$ cat config.mk
export PLATFORM = sky130hd
export DESIGN_NAME = dds_key_ctrl
export DESIGN_NICKNAME = d
export VERILOG_FILES = /design/src/rtl/dds_key_pkg.sv /design/src/rtl/bcd_seq2bin.sv /design/src/rtl/dds_key_ctrl.sv
export SDC_FILE = /design/constraint.sdc
export NUM_CORES = 1
export LEC_CHECK = 0
export CORE_ASPECT_RATIO = 1.1
export CORE_MARGIN = 5
export CORE_UTILIZATION = 42
export DETAILED_ROUTE_END_ITERATION = 7
export GPL_TIMING_DRIVEN = 0
export PLACE_DENSITY = 0.64
export SLEW_MARGIN = 25
export SYNTH_ARGS = -nofsm -noshare
export SYNTH_HDL_FRONTEND = slang
export SYNTH_HIERARCHICAL = 1
export SYNTH_SLANG_ARGS = --single-unit
$ cat constraint.sdc
create_clock -name clk -period 4.8 [get_ports clk]
set_clock_uncertainty 0.1 [all_clocks]
set_input_delay 1.2 -clock clk [delete_from_list [all_inputs] [get_ports clk]]
set_output_delay 1.2 -clock clk [all_outputs]
set_load 0.05 [all_outputs]
$ cat src/rtl/dds_key_pkg.sv
// dds_key_pkg: key codes, FSM state and mode encodings for dds_key_ctrl
package dds_key_pkg;
  localparam logic [4:0] KEY_A    = 5'd10;
  localparam logic [4:0] KEY_B    = 5'd11;
  localparam logic [4:0] KEY_C    = 5'd12;
  localparam logic [4:0] KEY_D    = 5'd13;
  localparam logic [4:0] KEY_STAR = 5'd14;
  localparam logic [4:0] KEY_HASH = 5'd15;
  localparam int PHASE_MAX = 359;
  typedef enum logic [2:0] {S_IDLE, S_FREQ, S_PHASE, S_CONV, S_APPLY} state_t;
  localparam logic [1:0] M_IDLE  = 2'd0;
  localparam logic [1:0] M_FREQ  = 2'd1;
  localparam logic [1:0] M_PHASE = 2'd2;
  localparam logic [1:0] M_CONV  = 2'd3;
endpackage

$ cat src/rtl/bcd_seq2bin.sv
// bcd_seq2bin: sequential MSD-first BCD-to-binary converter, one digit per clock
module bcd_seq2bin #(
  parameter int DIGITS = 6,
  parameter int VAL_W  = 20
) (
  input  logic                clk,
  input  logic                reset,
  input  logic                start,
  input  logic [4*DIGITS-1:0] bcd,
  input  logic [2:0]          cnt,
  output logic [VAL_W-1:0]    val,
  output logic                done
);
  logic [2:0] idx;
  logic       run;
  logic [3:0] nib;
  assign nib  = bcd[4*idx +: 4];
  // done marks the cycle whose closing edge folds in the last digit
  assign done = run & (idx == 3'd0);
  // accumulate val = val*10 + digit, most significant digit first
  always_ff @(posedge clk or negedge reset)
    if (!reset) begin
      val <= '0;
      idx <= '0;
      run <= 1'b0;
    end else if (start) begin
      val <= '0;
      idx <= cnt - 3'd1;
      run <= 1'b1;
    end else if (run) begin
      val <= (val << 3) + (val << 1) + VAL_W'(nib);
      idx <= idx - 3'd1;
      run <= idx != 3'd0;
    end
endmodule

$ cat src/rtl/dds_key_ctrl.sv
// dds_key_ctrl: keypad-to-DDS configuration controller; DDS_KEY_TIMEOUT_EN enables idle entry abort
module dds_key_ctrl import dds_key_pkg::*; #(
  parameter int DIGITS      = 6,
  parameter int VAL_W       = 20,
  parameter int FREQ_RST    = 1000,
  parameter int TIMEOUT_CYC = 50000000
) (
  input  logic                clk,
  input  logic                reset,
  input  logic [4:0]          key,
  input  logic                keypress,
  output logic [VAL_W-1:0]    freq_val,
  output logic [8:0]          phase_val,
  output logic [1:0]          wave_sel,
  output logic                cfg_load,
  output logic [4*DIGITS-1:0] entry_bcd,
  output logic [2:0]          entry_cnt,
  output logic [1:0]          mode,
  output logic                busy,
  output logic                err
);
  state_t           state;
  logic             kp_d, tgt_phase, ev, entering, is_digit, start, done, tout;
  logic [2:0]       lim;
  logic [VAL_W-1:0] acc;
  assign busy     = (state == S_CONV) || (state == S_APPLY);
  assign mode     = busy ? M_CONV : state == S_FREQ ? M_FREQ : state == S_PHASE ? M_PHASE : M_IDLE;
  assign ev       = keypress & ~kp_d & ~key[4] & ~busy;
  assign entering = (state == S_FREQ) || (state == S_PHASE);
  assign is_digit = key[3:0] < 4'd10;
  assign lim      = state == S_PHASE ? 3'd3 : 3'(DIGITS);
  assign start    = ev && entering && key == KEY_HASH && entry_cnt != 3'd0;
  bcd_seq2bin #(.DIGITS(DIGITS), .VAL_W(VAL_W)) u_conv (
    .clk(clk), .reset(reset), .start(start), .bcd(entry_bcd), .cnt(entry_cnt), .val(acc), .done(done)
  );
`ifdef DDS_KEY_TIMEOUT_EN
  localparam int TW = $clog2(TIMEOUT_CYC);
  logic [TW-1:0] tcnt;
  assign tout = entering && !ev && tcnt == TW'(TIMEOUT_CYC - 1);
  // idle-cycle counter, live only while a value is being typed
  always_ff @(posedge clk or negedge reset)
    if (!reset) tcnt <= '0;
    else tcnt <= (!entering || ev || tout) ? '0 : tcnt + 1'b1;
`else
  assign tout = 1'b0;
`endif
  // key-event FSM with registered committed outputs and entry buffer
  always_ff @(posedge clk or negedge reset)
    if (!reset) begin
      state     <= S_IDLE;
      kp_d      <= 1'b0;
      tgt_phase <= 1'b0;
      freq_val  <= VAL_W'(FREQ_RST);
      phase_val <= '0;
      wave_sel  <= '0;
      cfg_load  <= 1'b0;
      entry_bcd <= '0;
      entry_cnt <= '0;
      err       <= 1'b0;
    end else begin
      kp_d     <= keypress;
      cfg_load <= 1'b0;
      if (ev && state == S_IDLE) begin
        if (key == KEY_A || key == KEY_B) begin
          state     <= key == KEY_A ? S_FREQ : S_PHASE;
          entry_bcd <= '0;
          entry_cnt <= '0;
          err       <= 1'b0;
        end else if (key == KEY_D) begin
          wave_sel <= wave_sel + 2'd1;
          cfg_load <= 1'b1;
          err      <= 1'b0;
        end
      end else if (ev && entering && key != KEY_D) begin
        err <= 1'b0;
        if (is_digit) begin
          if (entry_cnt < lim) begin
            entry_bcd <= {entry_bcd[4*DIGITS-5:0], key[3:0]};
            entry_cnt <= entry_cnt + 3'd1;
          end else err <= 1'b1;
        end else if (key == KEY_STAR) begin
          if (entry_cnt != 3'd0) begin
            entry_bcd <= entry_bcd >> 4;
            entry_cnt <= entry_cnt - 3'd1;
          end
        end else if (key == KEY_HASH) begin
          if (entry_cnt == 3'd0) begin
            err   <= 1'b1;
            state <= S_IDLE;
          end else begin
            state     <= S_CONV;
            tgt_phase <= state == S_PHASE;
          end
        end else begin
          entry_bcd <= '0;
          entry_cnt <= '0;
          state     <= key == KEY_A ? S_FREQ : key == KEY_B ? S_PHASE : state;
        end
      end else if (tout) begin
        entry_bcd <= '0;
        entry_cnt <= '0;
        err       <= 1'b1;
        state     <= S_IDLE;
      end else if (state == S_CONV && done) state <= S_APPLY;
      else if (state == S_APPLY) begin
        state     <= S_IDLE;
        entry_bcd <= '0;
        entry_cnt <= '0;
        if (!tgt_phase) begin
          freq_val <= acc;
          cfg_load <= 1'b1;
        end else if (acc <= VAL_W'(PHASE_MAX)) begin
          phase_val <= acc[8:0];
          cfg_load  <= 1'b1;
        end else err <= 1'b1;
      end
    end
endmodule
==> results by stage, run 1 <==
Yosys:
- For this run, the register share of the synthesized area comes to 0.405.
- Ranked by total cell area, the synthesized netlist is headed by dfrtp_1 (38%), ha_1 (8.8%), mux2_2 (8.0%), mux2_4 (3.8%), nor2_1 (3.7%).
- The most used standard cell by instance count after synthesis is dfrtp_1.
- The cell taking the most area after synthesis is dfrtp_1.
- The share of synthesized area in the top cell type comes to 0.376.
- The number of nets in the synthesized netlist is approximately 580.
- After synthesis, the most frequently instantiated cells are dfrtp_1 (83), nor2_1 (55), ha_1 (39), mux2_2 (39), nand2_1 (32).
- The synthesized design contains about 90 register bits.
- The flip-flop cell with the highest count after synthesis is dfrtp_1.
- Counting flops with a built-in enable in the synthesized netlist gives 0.
- The netlist uses 70 different library cells.
- The post-synthesis area per instance is 10.5 µm².
- The synthesized instance count is 526.
- Counting flops with an async set or reset pin after synthesis yields a share of 1.00.
- The Yosys step of the flow raised 6 warnings.
- The cell area that synthesis handed to floorplanning was roughly 5500 µm².

Power and ir drop:
- Summed over all cells, the static leakage comes to between 0.003 and 0.004 µW.
- The switching part of the total is 0.385.
- The maximum vdd ir drop is 0.178 mV.
- For this design the total switching power over the nets is 1180 µW.
- The share of total power dissipated in sequential elements is 0.317.
- Of the total power, the clock network draws 0.270.
- The share of total power in combinational logic is 0.413.
- The internal power contribution is ~1900 µW.
- The total power per unit cell area is 454 nW/µm².
- After layout, the design draws a total of 3080 µW.

Clock network:
- The clock tree from TritonCTS is yes.
- The post-CTS clock slew at the launch and capture registers of the worst setup and hold paths is roughly 0.060 ns.
- CTS placed an instance of clkbuf_16 at the clock tree root.
- The setup fix buffers added after clock tree synthesis is 0.
- Clock tree synthesis found a total of 89 sinks.
- The maximum clock insertion buffer count is 2.
- At the later pin of the worst-skew pair, clock insertion delay measures between 0.3 and 0.4 ns.
- The number of hold buffers added after CTS was 0.
- The quantity of gates resized following cts is 0.
- The CTS H-tree depth is 3.
- Clock tree synthesis inserted a total of 9 buffers.

Drt:
- The remaining antenna violation count is 0.
- The per-cell via count in the routed design is 5.64.
- After detailed routing, the number of remaining DRC violations is 0.
- The first TritonRoute pass finished after 5 iterations.
- Dividing the detail-routed wire length by the instance count gives between 15 and 20 µm.
- Detailed routing inserted a total of ~4300 vias.
- For this block, the initial DRC count from the detailed router was between 150 and 200.
- The routed wire length is between 10000 and 15000 µm.

STA:
- Setup violations remaining at the end of the flow were counted as 0.
- The minimum period implied by the final worst setup slack is approximately 4.4 ns.
- The number of pins exceeding their max-slew limit in the final report is 0.
- Once routing completed, OpenROAD measured the worst setup slack at ~0.38 ns.
- Static timing analysis puts the maximum clock frequency at between 200 and 250 MHz.
- The slew at the pin closest to its max-slew limit is 0.842 ns.
- The final sum of negative setup slack is 0 ns.
- Headroom to the max-slew limit came out at 0.435.
- The period utilization is 0.920.
- The final hold violation count came to 0.
- Setup repair after global routing left no endpoint under its margin.

Floorplanning:
- The total core area is ~13000 µm².
- The overall die width is 119 µm.
- The initial utilization of the core area, before any placement, comes to 0.423.
- Measured along the y axis, the die boundary spans between 100 and 150 µm.
- The boundary pin count is slightly above 70.
- The initialized floorplan defines 44 standard-cell rows.
- The die area is roughly 16000 µm².

Finish:
- From synthesis to final layout, the design area changed by 22.8%.
- The net count of the finished layout is around 650.
- In the final layout, the share of cells above drive strength 1 is 0.170.
- The number of inserted filler cells in the final layout is approximately 1200.
- The number of antenna diodes is 0.

Global routing:
- Entering global routing, the biggest net connects ~50 pins.
- The total routing usage reported by global routing is 0.179.
- The number of global-route vias before repair came to 4490.
- The initial antenna violation count is 0.
- Global routing finished with a remaining overflow of 0.
- The first global-routing pass estimated 22400 µm of wire.

Place:
- The post-DP HPWL is between 9000 and 10000 µm.
- The congestion estimate from routability-driven global placement came to a little under 0.9.
- Input and output buffers added on the ports amount to 67.
- The post-placement setup slack is between 0.06 and 0.07 ns.

Outcome:
- The run finished with clean final reports.

Min path:
- The type of the most critical hold path is reg2reg.
- The worst hold path terminates at wave_sel[1].
- Along the worst hold path, the cell count comes to 1.
- The worst hold path begins at wave_sel[1].

Setup path:
- In this run the critical register-to-register path is captured at u_conv/val[17].
- For flop-to-flop paths, the worst setup slack is 0.77 ns.
- The startpoint identified for the worst register-to-register timing path is u_conv/idx[0].
- The critical path in this run is classified as in2reg.
- For the worst setup path, the data required time is around 4.9 ns.
- STA puts the critical path data arrival time at between 4 and 5 ns.
- The worst register-to-register path has a depth of 12.
- STA classifies the critical path endpoint as a register.
- The nature of the critical path startpoint is an input pin.
- The worst-path maximum fanout is 10.

Flow run:
- Max-cap violations in this run came to 0.
==> layer usage <==
| metal | up-vias | GRT usage | part of all wire |
|---|---|---|---|
| met2 | 101 | 0.299 | 0.48 |
| met5 | - | 0 | 0 |
| met1 | 2140 | 0.225 | 0.44 |
| li1 | 2083 | - | - |
| met4 | 0 | 0.0757 | 0.025 |
| met3 | 25 | 0.0394 | 0.050 |
==> placed cells by master (no fill, tap or decap), drive strengths merged, types with 10 or more instances in the layout <==
cell           count
clkdlybuf4s50     66
nand2             33
inv               25
buf               12
nor3              10
a211oi            10
mux2              53
mux2i             15
o21ai             21
clkbuf            24
ha                39
dfrtp             83
a22oi             19
a21oi             24
nand3             11
nor2              55
==> area by class of cell <==
class | count | area (µm²) | share of cell area
clock buffers | 12 | 256 | 0.0379
repair buffers | 68 | 699 | 0.103
inverters | 26 | 97.6 | 0.0144
well taps | 161 | 201 | 0.0297
flip-flops and latches | 89 | 2230 | 0.330
clock inverters | 4 | 98.8 | 0.0146
plain buffers | 22 | 108 | 0.0159
multi-input cells | 389 | 3080 | 0.454
==> kinds of logic (layout without fill, tap and decap cells) <==
| family | after synthesis | in the layout | share of synthesized area |
|---|---|---|---|
| buf+inv | 48 | 132 | 0.0372 |
| simple gates | 148 | 148 | 0.134 |
| xor+xnor | 14 | 14 | 0.0222 |
| fa+ha+maj | 41 | 41 | 0.0957 |
| flops | 89 | 89 | 0.405 |
| compound gates | 114 | 114 | 0.144 |
| mux | 72 | 72 | 0.161 |
==> critical path: stages <==
cell and delay, ns:
clkdlybuf4s50_1 0.56, nor4b_4 0.43, nand2_1 0.20, clkbuf_1 0.29
nor2_1 0.26, clkbuf_1 0.32, clkbuf_1 0.44, mux2i_1 0.28
ha_1 0.22, nand2_1 0.08, xnor2_1 0.14, o21ai_0 0.08
==> stage by stage <==
stage / instances / cell area [µm²] / hold WS, ns / util
6_report: 771 / 6770 / 0.383 / 0.519
5_1_grt: 771 / 6770 / 0.390 / 0.519
4_1_cts: 771 / 6770 / 0.390 / 0.519
3_5_place_dp: 755 / 6420 / 0.381 / 0.492
3_3_place_gp: 754 / 6390 / 0.360 / 0.490
2_1_floorplan: 526 / 5520 / 0.377 / -
==> state kept, by name, indices dropped and copies added (netlist names), 2 cells and up <==
name / count
state: 3
u_conv/idx: 3
entry_bcd: 24
u_conv/val: 20
phase_val: 9
wave_sel: 2
freq_val: 20
entry_cnt: 3
==> how the worst max path moves through the flow <==
stage / startpoint / to / slack, ns / depth (start not counted)
after global routing: key[4] / u_conv/idx[2] / 0.18 / 12
after CTS: key[4] / u_conv/idx[2] / 0.42 / 12
final: key[4] / u_conv/idx[2] / 0.38 / 12
after floorplan: key[4] / u_conv/idx[2] / 1.32 / 11
after detailed placement: key[4] / u_conv/idx[2] / 0.06 / 12
after global placement: reset / err / -0.91 / 1
==> power groups by stage <==
stage          combinational [µW]  clock, µW  sequential, µW
6_report                     1270        831             974
3_3_place_gp                 1200          0             987
2_1_floorplan                 938          0             975
4_1_cts                      1260        853             975
5_1_grt                      1420        889             989
3_5_place_dp                 1250          0             987
No activity file was read; power rests on OpenSTA's default activity.
==> run 2: changes to the inputs <==
--- a/config.mk
+++ b/config.mk
@@ -5,6 +5,7 @@
 export SDC_FILE = /design/constraint.sdc
 export NUM_CORES = 1
 export LEC_CHECK = 0
+export ABC_CLOCK_PERIOD_IN_PS = 4800
 export CORE_ASPECT_RATIO = 1.1
 export CORE_MARGIN = 5
 export CORE_UTILIZATION = 42
==> results of run 2 <==
Same layout as run 1: the final DEF is identical, and so are final timing and power.
